[src/rtl/uart_link_pkg.sv]
// Shared types and constants for the UART link sequencing controller.
package uart_link_pkg;

  typedef enum logic {R_HIGH, R_LOW} rx_state_t;
  typedef enum logic {T_IDLE, T_WAIT} tx_state_t;

  localparam int NUM_REQ = 2;

endpackage

[src/rtl/uart_tx_arb.sv]
// Round-robin arbiter sharing one UART transmitter between two byte requesters.
module uart_tx_arb
  import uart_link_pkg::*;
(
  input  logic               clk,
  input  logic               rst_n,
  input  logic [NUM_REQ-1:0] tx_req,
  input  logic [7:0]         tx_byte0,
  input  logic [7:0]         tx_byte1,
  input  logic               tx_done,
  output logic [NUM_REQ-1:0] tx_ack,
  output logic               trmt,
  output logic [7:0]         tx_data,
  output logic               tx_busy
);

  // Handshake: tx_req[i] is a valid held until the one-cycle tx_ack[i]; the ack
  // is the only acceptance, so a request still high after its ack is a new one.
  tx_state_t state;
  logic      ptr;
  logic      tx_done_q;
  logic      winner;
  logic      done_rise;

  assign winner    = tx_req[ptr] ? ptr : ~ptr;
  assign done_rise = tx_done & ~tx_done_q;

  always_ff @(posedge clk or negedge rst_n) begin
    if (!rst_n) begin
      state     <= T_IDLE;
      ptr       <= 1'b0;
      tx_done_q <= 1'b0;
      tx_ack    <= '0;
      trmt      <= 1'b0;
      tx_data   <= '0;
      tx_busy   <= 1'b0;
    end else begin
      tx_done_q <= tx_done;
      tx_ack    <= '0;
      trmt      <= 1'b0;
      case (state)
        T_IDLE: begin
          if (|tx_req) begin
            tx_ack[winner] <= 1'b1;
            tx_data        <= winner ? tx_byte1 : tx_byte0;
            trmt           <= 1'b1;
            tx_busy        <= 1'b1;
            ptr            <= ~winner;
            state          <= T_WAIT;
          end
        end
        T_WAIT: begin
          // Only a fresh rising edge ends the transfer; a level left high
          // from the previous byte must not complete this one.
          if (done_rise) begin
            tx_busy <= 1'b0;
            state   <= T_IDLE;
          end
        end
        default: state <= T_IDLE;
      endcase
    end
  end

endmodule

[src/rtl/uart_link_ctrl.sv]
// UART link controller: assembles received byte pairs into 16-bit commands
// and arbitrates the shared transmitter between two requesters.
module uart_link_ctrl
  import uart_link_pkg::*;
#(
  parameter int TIMEOUT_CYC = 1000000
) (
  input  logic               clk,
  input  logic               rst_n,
  input  logic               rx_rdy,
  input  logic [7:0]         rx_data,
  output logic               clr_rx_rdy,
  output logic [15:0]        cmd,
  output logic               cmd_rdy,
  input  logic               clr_cmd_rdy,
  output logic               cmd_ovr,
  input  logic [NUM_REQ-1:0] tx_req,
  input  logic [7:0]         tx_byte0,
  input  logic [7:0]         tx_byte1,
  output logic [NUM_REQ-1:0] tx_ack,
  output logic               trmt,
  output logic [7:0]         tx_data,
  input  logic               tx_done,
  output logic               tx_busy
);

  localparam int TO_W = $clog2(TIMEOUT_CYC + 1);

  // Handshake: cmd_rdy is a valid held until the consumer pulses clr_cmd_rdy;
  // a new assembly in the same cycle as the clear wins and keeps cmd_rdy high.
  rx_state_t       rx_state;
  logic [7:0]      high_byte;
  logic [TO_W-1:0] to_cnt;
  logic            rx_take;

  // The UART needs a cycle to drop rx_rdy after a clear, so skip that cycle.
  assign rx_take = rx_rdy & ~clr_rx_rdy;

  always_ff @(posedge clk or negedge rst_n) begin
    if (!rst_n) begin
      rx_state   <= R_HIGH;
      high_byte  <= '0;
      to_cnt     <= '0;
      clr_rx_rdy <= 1'b0;
      cmd        <= '0;
      cmd_rdy    <= 1'b0;
      cmd_ovr    <= 1'b0;
    end else begin
      clr_rx_rdy <= 1'b0;
      cmd_ovr    <= 1'b0;
      if (clr_cmd_rdy) cmd_rdy <= 1'b0;
      case (rx_state)
        R_HIGH: begin
          if (rx_take) begin
            high_byte  <= rx_data;
            clr_rx_rdy <= 1'b1;
            to_cnt     <= '0;
            rx_state   <= R_LOW;
          end
        end
        R_LOW: begin
          if (rx_take) begin
            cmd        <= {high_byte, rx_data};
            cmd_rdy    <= 1'b1;
            cmd_ovr    <= cmd_rdy & ~clr_cmd_rdy;
            clr_rx_rdy <= 1'b1;
            rx_state   <= R_HIGH;
          end else if (to_cnt == TO_W'(TIMEOUT_CYC - 1)) begin
            // Stale high byte: drop it and resynchronise on the next byte.
            to_cnt   <= '0;
            rx_state <= R_HIGH;
          end else begin
            to_cnt <= to_cnt + 1'b1;
          end
        end
        default: rx_state <= R_HIGH;
      endcase
    end
  end

  uart_tx_arb u_tx_arb (
    .clk      (clk),
    .rst_n    (rst_n),
    .tx_req   (tx_req),
    .tx_byte0 (tx_byte0),
    .tx_byte1 (tx_byte1),
    .tx_done  (tx_done),
    .tx_ack   (tx_ack),
    .trmt     (trmt),
    .tx_data  (tx_data),
    .tx_busy  (tx_busy)
  );

endmodule

[config.mk]
export PLATFORM = sky130hd
export DESIGN_NAME = uart_link_ctrl
export DESIGN_NICKNAME = d
export VERILOG_FILES = /design/src/rtl/uart_link_pkg.sv /design/src/rtl/uart_tx_arb.sv /design/src/rtl/uart_link_ctrl.sv
export SDC_FILE = /design/constraint.sdc
export NUM_CORES = 1
export LEC_CHECK = 0
export ABC_AREA = 1
export ABC_CLOCK_PERIOD_IN_PS = 1600
export BUFFER_PORTS_ARGS = -buffer_cell sky130_fd_sc_hd__buf_2
export CAP_MARGIN = 5
export CELL_PAD_IN_SITES_DETAIL_PLACEMENT = 1
export CELL_PAD_IN_SITES_GLOBAL_PLACEMENT = 2
export CORE_ASPECT_RATIO = 0.9
export CORE_MARGIN = 5
export CORE_UTILIZATION = 30
export CTS_BUF_LIST = sky130_fd_sc_hd__clkbuf_4 sky130_fd_sc_hd__clkbuf_8
export DETAILED_ROUTE_END_ITERATION = 8
export PLACE_DENSITY = 0.87
export SLEW_MARGIN = 20
export SYNTH_ARGS = -nofsm -noshare
export SYNTH_HDL_FRONTEND = slang
export SYNTH_SLANG_ARGS = --single-unit
[constraint.sdc]
create_clock -name clk -period 1.6 [get_ports clk]
set_clock_uncertainty 0.05 [all_clocks]
set_input_delay 0.24 -clock clk [delete_from_list [all_inputs] [get_ports clk]]
set_output_delay 0.24 -clock clk [all_outputs]
set_load 0.01 [all_outputs]
Word level (Yosys, flattened, before mapping)
Index checks and enable logic that the tools add are counted.
{"block": "classes", "addsub": 1, "order_cmp": 3, "n_eq_ne": 5, "mux": 28, "bitwise": 10, "n_reduce_logical": 7}
{"cell": "$mux W20", "count": 3}
{"cell": "$pmux W20 S2", "count": 1}
{"cell": "$add A20 B1 Y20 const B", "count": 1}
{"cell": "$eq A20 B20 Y1 const B", "count": 1}
{"cell": "$mux W1", "count": 17}
{"cell": "$reduce_and A2 Y1", "count": 5}
{"cell": "$mux W8", "count": 1}
{"cell": "$not A1 Y1", "count": 7}
{"cell": "$ne A2 B2 Y1 const B", "count": 3}
{"cell": "$pmux W1 S2", "count": 3}
{"cell": "$lt A1 B2 Y1 const B", "count": 2}
{"cell": "$mux W2", "count": 2}
{"cell": "$and A1 B1 Y1", "count": 3}
{"cell": "$ne A2 B1 Y1 const B", "count": 1}
{"cell": "$reduce_or A2 Y1", "count": 1}
{"cell": "$demux W1 S1", "count": 1}
{"cell": "$ge A1 B1 Y1 const B", "count": 1}
{"cell": "$logic_and A1 B1 Y1", "count": 1}
{"block": "word_totals", "regBits": 63, "inputBits": 31, "out_inout_bits": 31, "word_cells": 68}

Logic depth before layout (Yosys ltp)
{"block": "logic_depth", "ltp_word": 9, "depth_mapped": 9, "mapped_depth_nobuf": 9}

By module
From an unflattened synthesis, not the netlist that was laid out.
{"block": "unflattened", "hier_cells": 353, "area_unflattened_um2": 2984.1}
{"mod": "uart_link_ctrl", "n_inst": 1, "cells_per_inst": 287, "area_per_inst_um2": 2347.3}
{"mod": "uart_tx_arb", "n_inst": 1, "cells_per_inst": 66, "area_per_inst_um2": 636.9}

Worst setup path before layout
No wires, ideal clock.
{"block": "synth_path", "path_kind": "register to register", "startpoint": "register clr_rx_rdy", "endpoint": "register to_cnt[6]", "arrival_ns": 1.529, "required_time_ns": 1.425, "setup_slack_ns": -0.104, "stages_incl_launch_ff": 8, "path_buffers": 1, "period_less_slack_ns": 1.704, "cell_sequence": "dfrtp_1 nor2_1 ha_1 inv_1 clkbuf_1 nand4_1 o21ai_0 nor2_1"}
{"block": "synth_via", "elab_chain_cells": 4, "elab_cells_between_ends": 5, "cone_classes": "2 x eq/ne; 2 x bitwise; 1 x reduce/logical"}
{"item": "start, declared", "line_no": "uart_link_ctrl.sv:12", "source": "output logic clr_rx_rdy,"}
{"item": "start signal, assigned", "line_no": "uart_link_ctrl.sv:44", "source": "clr_rx_rdy <= 1'b0;"}
{"item": "start signal, assigned", "line_no": "uart_link_ctrl.sv:49", "source": "clr_rx_rdy <= 1'b0;"}
{"item": "start signal, assigned", "line_no": "uart_link_ctrl.sv:56", "source": "clr_rx_rdy <= 1'b1;"}
{"item": "$not A1 Y1 (*)", "line_no": "uart_link_ctrl.sv:37", "source": "assign rx_take = rx_rdy & ~clr_rx_rdy;"}
{"item": "$and A1 B1 Y1 (*)", "line_no": "uart_link_ctrl.sv:37"}
{"item": "named net rx_take", "line_no": "uart_link_ctrl.sv:34", "source": "logic rx_take;"}
{"item": "$ne A2 B2 Y1 (no line)"}
{"item": "$reduce_and A2 Y1 (no line) (*)"}
{"item": "end signal, assigned", "line_no": "uart_link_ctrl.sv:73", "source": "to_cnt <= to_cnt + 1'b1;"}
{"item": "end, declared", "line_no": "uart_link_ctrl.sv:33", "source": "logic [TO_W-1:0] to_cnt;"}
The timed path passes the listed nets; every way through them passes the cells marked *.
A chain may end at the register's enable or synchronous reset.

Final worst setup path
{"block": "layout_path", "startpoint": "register to_cnt[0]", "endpoint": "register to_cnt[7]"}
{"block": "layout_via", "elab_chain_cells": 4, "elab_cells_between_ends": 5, "cone_classes": "1 x add/sub; 1 x eq/ne; 3 x mux"}
{"item": "$add A20 B1 Y20 / $eq A20 B20 Y1 (equally long branches)", "line_no": "uart_link_ctrl.sv:73, uart_link_ctrl.sv:68"}
{"item": "$mux W20 (*)", "line_no": "uart_link_ctrl.sv:68", "source": "end else if (to_cnt == TO_W'(TIMEOUT_CYC - 1)) begin"}
{"item": "$mux W20 (*)", "line_no": "uart_link_ctrl.sv:62", "source": "if (rx_take) begin"}
{"item": "$pmux W20 S2 (*)", "line_no": "uart_link_ctrl.sv:52", "source": "case (rx_state)"}
Every way passes the cells marked *; elsewhere a longest branch is shown, timed or not. The select of a mux whose other input is x is not followed.

==> metrics.csv <==
metric;value;unit
critical path required time;1.78;ns
Longest Clk Path Bufs;2;
I/O pins;62;
per-cell routed wire length;14.78;microns
endpoint class of the critical path;flop;
post-synth cell types;26;
Pleak;1.934;nW
Power Internal;0.003297;W
CP Max Fanout;9;
Worst Reg2Reg Path Length in Cells;9;
worst r2r src;to_cnt[0];
pin count of the biggest net entering global routing;64;
TritonCTS clock tree;done;
crit path launch type;flop;
Yosys warning count;0;
sequential share of power;0.433;
met2 Usage GRT;0.2496;
GRT overflow;0;
# fillers;1213;
Final HPWL DP;6525;microns
Num CTS Buffers;9;
Worst-path clk slew;0.07;ns
CTS root buf;clkbuf_8;
Pre-antenna DRT Iters;4;
worst reg2reg setup slack;0.007;ns
PD cells;1227;mW/mm^2
Min-Delay Path Class;primary input to flop;
Arrival @ worst endpoint;1.77;ns
RSZ-0062 raised after global routing;true;
Area Overhead vs Synth;34.72;%
vias per inst;4.598;
Starting Density;0.3080;
routed vias;2731;
period utilisation layout;0.9956;
gpl congestion;0.8327;
share of layout cells above drive strength 1;0.3162;
Util after Layout;0.4150;
M1 GR Usage;0.1996;
Placed Area;0.003676;sq mm
syn_nets;399;
Logic pwr share;0.286;
sequential area share after synthesis;0.5276;
critical path class;flop to flop;
Rel. slew slack;0.7175;
CTS HTree Levels;3;
die extent in x;115.2;microns
status;finished, final reports clean;
Post-Route Hold Slack;0.05428;ns
Critical path origin;to_cnt[0];
fin cells;594;
GR peak layer;met2;
diodes inserted;0;
end point of the critical path;to_cnt[7];
Die H;104.7;microns
Post-route DRC;0;
Total Power;0.004938;W
placed cells;574;
average instance area after synthesis;8.186;sq um
antenna violations before repair;0;
vias in the first global route;3015;
Clock Sinks;63;
met3 Use GR;0.02717;
nets@finish;497;
first-pass GRT wire length;14710;microns
Die ar.;0.01206;sq mm
storage element area;0.001578;sq mm
MaxCap Viol Count;0;
minimum clock period;1.593;ns
Final Setup Violations;0;
row count;34;
Detail Route Antenna Nets;0;
DRT Wirelength;8778;microns
total track usage;0.1517;
Final Hold Vio Count;0;
clock network fraction of total power;0.281;
Clk Latency, worst-skew pair;0.34;ns
Design Area, Final;0.004025;sq mm
Port Buffers;61;
Yosys reg bits;63;
net switching power;0.001641;W
switching share of power;0.3323;
mapped cell area;0.002988;sq mm
Max Slew Vio Count;0;
peak supply drop;529.4;uV
area of the multi-input gates;0.001311;sq mm
Max Fclk;627.7;MHz
Core Footprint;0.009699;sq mm
worst reg2reg endpoint;to_cnt[7];
Tightest Pin Transition;0.4205;ns
Cells after Synth;365;
Iteration-0 DRC Markers;108;
-- per-layer routing --
| metal | routed length (microns) | up-vias |
|---|---|---|
| li1 | - | 1345 |
| met3 | 244 | 9 |
| met5 | 0 | - |
| met2 | 4474 | 36 |
| met1 | 3920 | 1341 |
| met4 | 138 | 0 |
-- Yosys cell counts, drive strengths merged --
cell	number	area (sq um)
mux2	8	90.09
nand4	6	37.54
o21ai	16	80.08
o21bai	1	7.510
o22ai	1	6.260
o2111ai	1	8.760
inv	39	146.4
clkbuf	4	15.01
ha	3	37.54
nor2	56	242.7
or2	1	6.260
nor3	6	30.03
a21oi	10	61.31
buf	3	15.01
xor2	3	26.28
clkinv	3	11.26
nand2	107	414.1
nand3	34	175.2
dfrtp	63	1577
-- cells by family (layout without fill, tap and decap cells) --
kind of cell	Yosys count	count (layout)	synth area share
simple gates	210	210	0.3032
buf+inv	49	152	0.06281
mux	8	8	0.03015
xor+xnor	3	3	0.008796
flops	63	63	0.5276
fa+ha+maj	3	3	0.01256
compound gates	29	29	0.05486
-- worst max-delay path: stages, from the launching register on --
cell and delay (ns):
dfrtp_1 0.37, ha_2 0.20, nand2_2 0.08, nor2_4 0.16
inv_2 0.07, nor2_4 0.09, nand3_2 0.11, a21oi_4 0.16
buf_12 0.14, nor2_1 0.05
-- worst min-delay path by stage --
stage,start,endpoint,depth (start not counted)
2_1_floorplan,rst_n,clr_rx_rdy,0
3_3_place_gp,rst_n,to_cnt[9],2
3_5_place_dp,rst_n,to_cnt[9],2
4_1_cts,tx_byte0[0],u_tx_arb.tx_data[0],3
5_1_grt,tx_byte0[0],u_tx_arb.tx_data[0],3
6_report,tx_byte0[0],u_tx_arb.tx_data[0],3
-- cells in the final DEF, fill, tap and decap left out, types with 3 or more instances in the layout --
cell,n
a21oi_1,9
buf_12,3
buf_2,61
buf_4,25
clkbuf_8,9
clkinvlp_4,3
dfrtp_1,62
inv_1,37
mux2_2,8
nand2_1,102
nand2_2,4
nand3_1,26
nand3_2,8
nand4_1,6
nor2_1,45
nor2_2,6
nor2_4,5
nor3_1,6
o21ai_0,15
xor2_1,3
-- power by group through the flow --
stage	sequential (W)	combinational [W]	clock, W
detailed placement	0.00217	0.00133	0
finish	0.00214	0.00141	0.00139
CTS	0.00214	0.00135	0.00144
global placement	0.00214	0.00128	0
global route	0.00219	0.00157	0.00151
floorplan	0.00228	0.000514	0
-- sequential cells by signal, indices dropped and copies added (netlist names) --
name / flops
cmd_ovr: 1
cmd: 16
high_byte: 8
to_cnt: 20
u_tx_arb.ptr: 1
cmd_rdy: 1
u_tx_arb.tx_data: 8
u_tx_arb.tx_ack: 2
clr_rx_rdy: 1
u_tx_arb.trmt: 1
u_tx_arb.state: 1
u_tx_arb.tx_done_q: 1
rx_state: 1
u_tx_arb.tx_busy: 1
-- layout make-up --
type                            count  share of cell area
Clock buffer                        9             0.03077
Clock inverter                      7             0.01803
Inverter                           42             0.04010
Multi-Input combinational cell    253              0.3258
Sequential cell                    63              0.3920
Tap cell                          126             0.03917
Timing Repair Buffer               94              0.1542
-- timing repair --
| action | CTS | global route |
|---|---|---|
| buffers inserted | 0 | 1 |
| gates resized for setup | 3 | 23 |
| hold buffers | 2 | 0 |
| endpoints found under the hold margin | 64 | 0 |
| gates cloned | 0 | 1 |
| pin swaps | 1 | 6 |
| setup endpoints to repair | 6 | 26 |
-- stage by stage --
step	TNS (ns)	worst slack, ns
after floorplan	-0.01309	-0.01309
after global placement	0	0.05980
after detailed placement	-0.004034	-0.004034
after CTS	0	0.01469
after global routing	-0.8617	-0.06883
final	0	0.006997
Note: power is estimated with default switching activity, not from simulation.
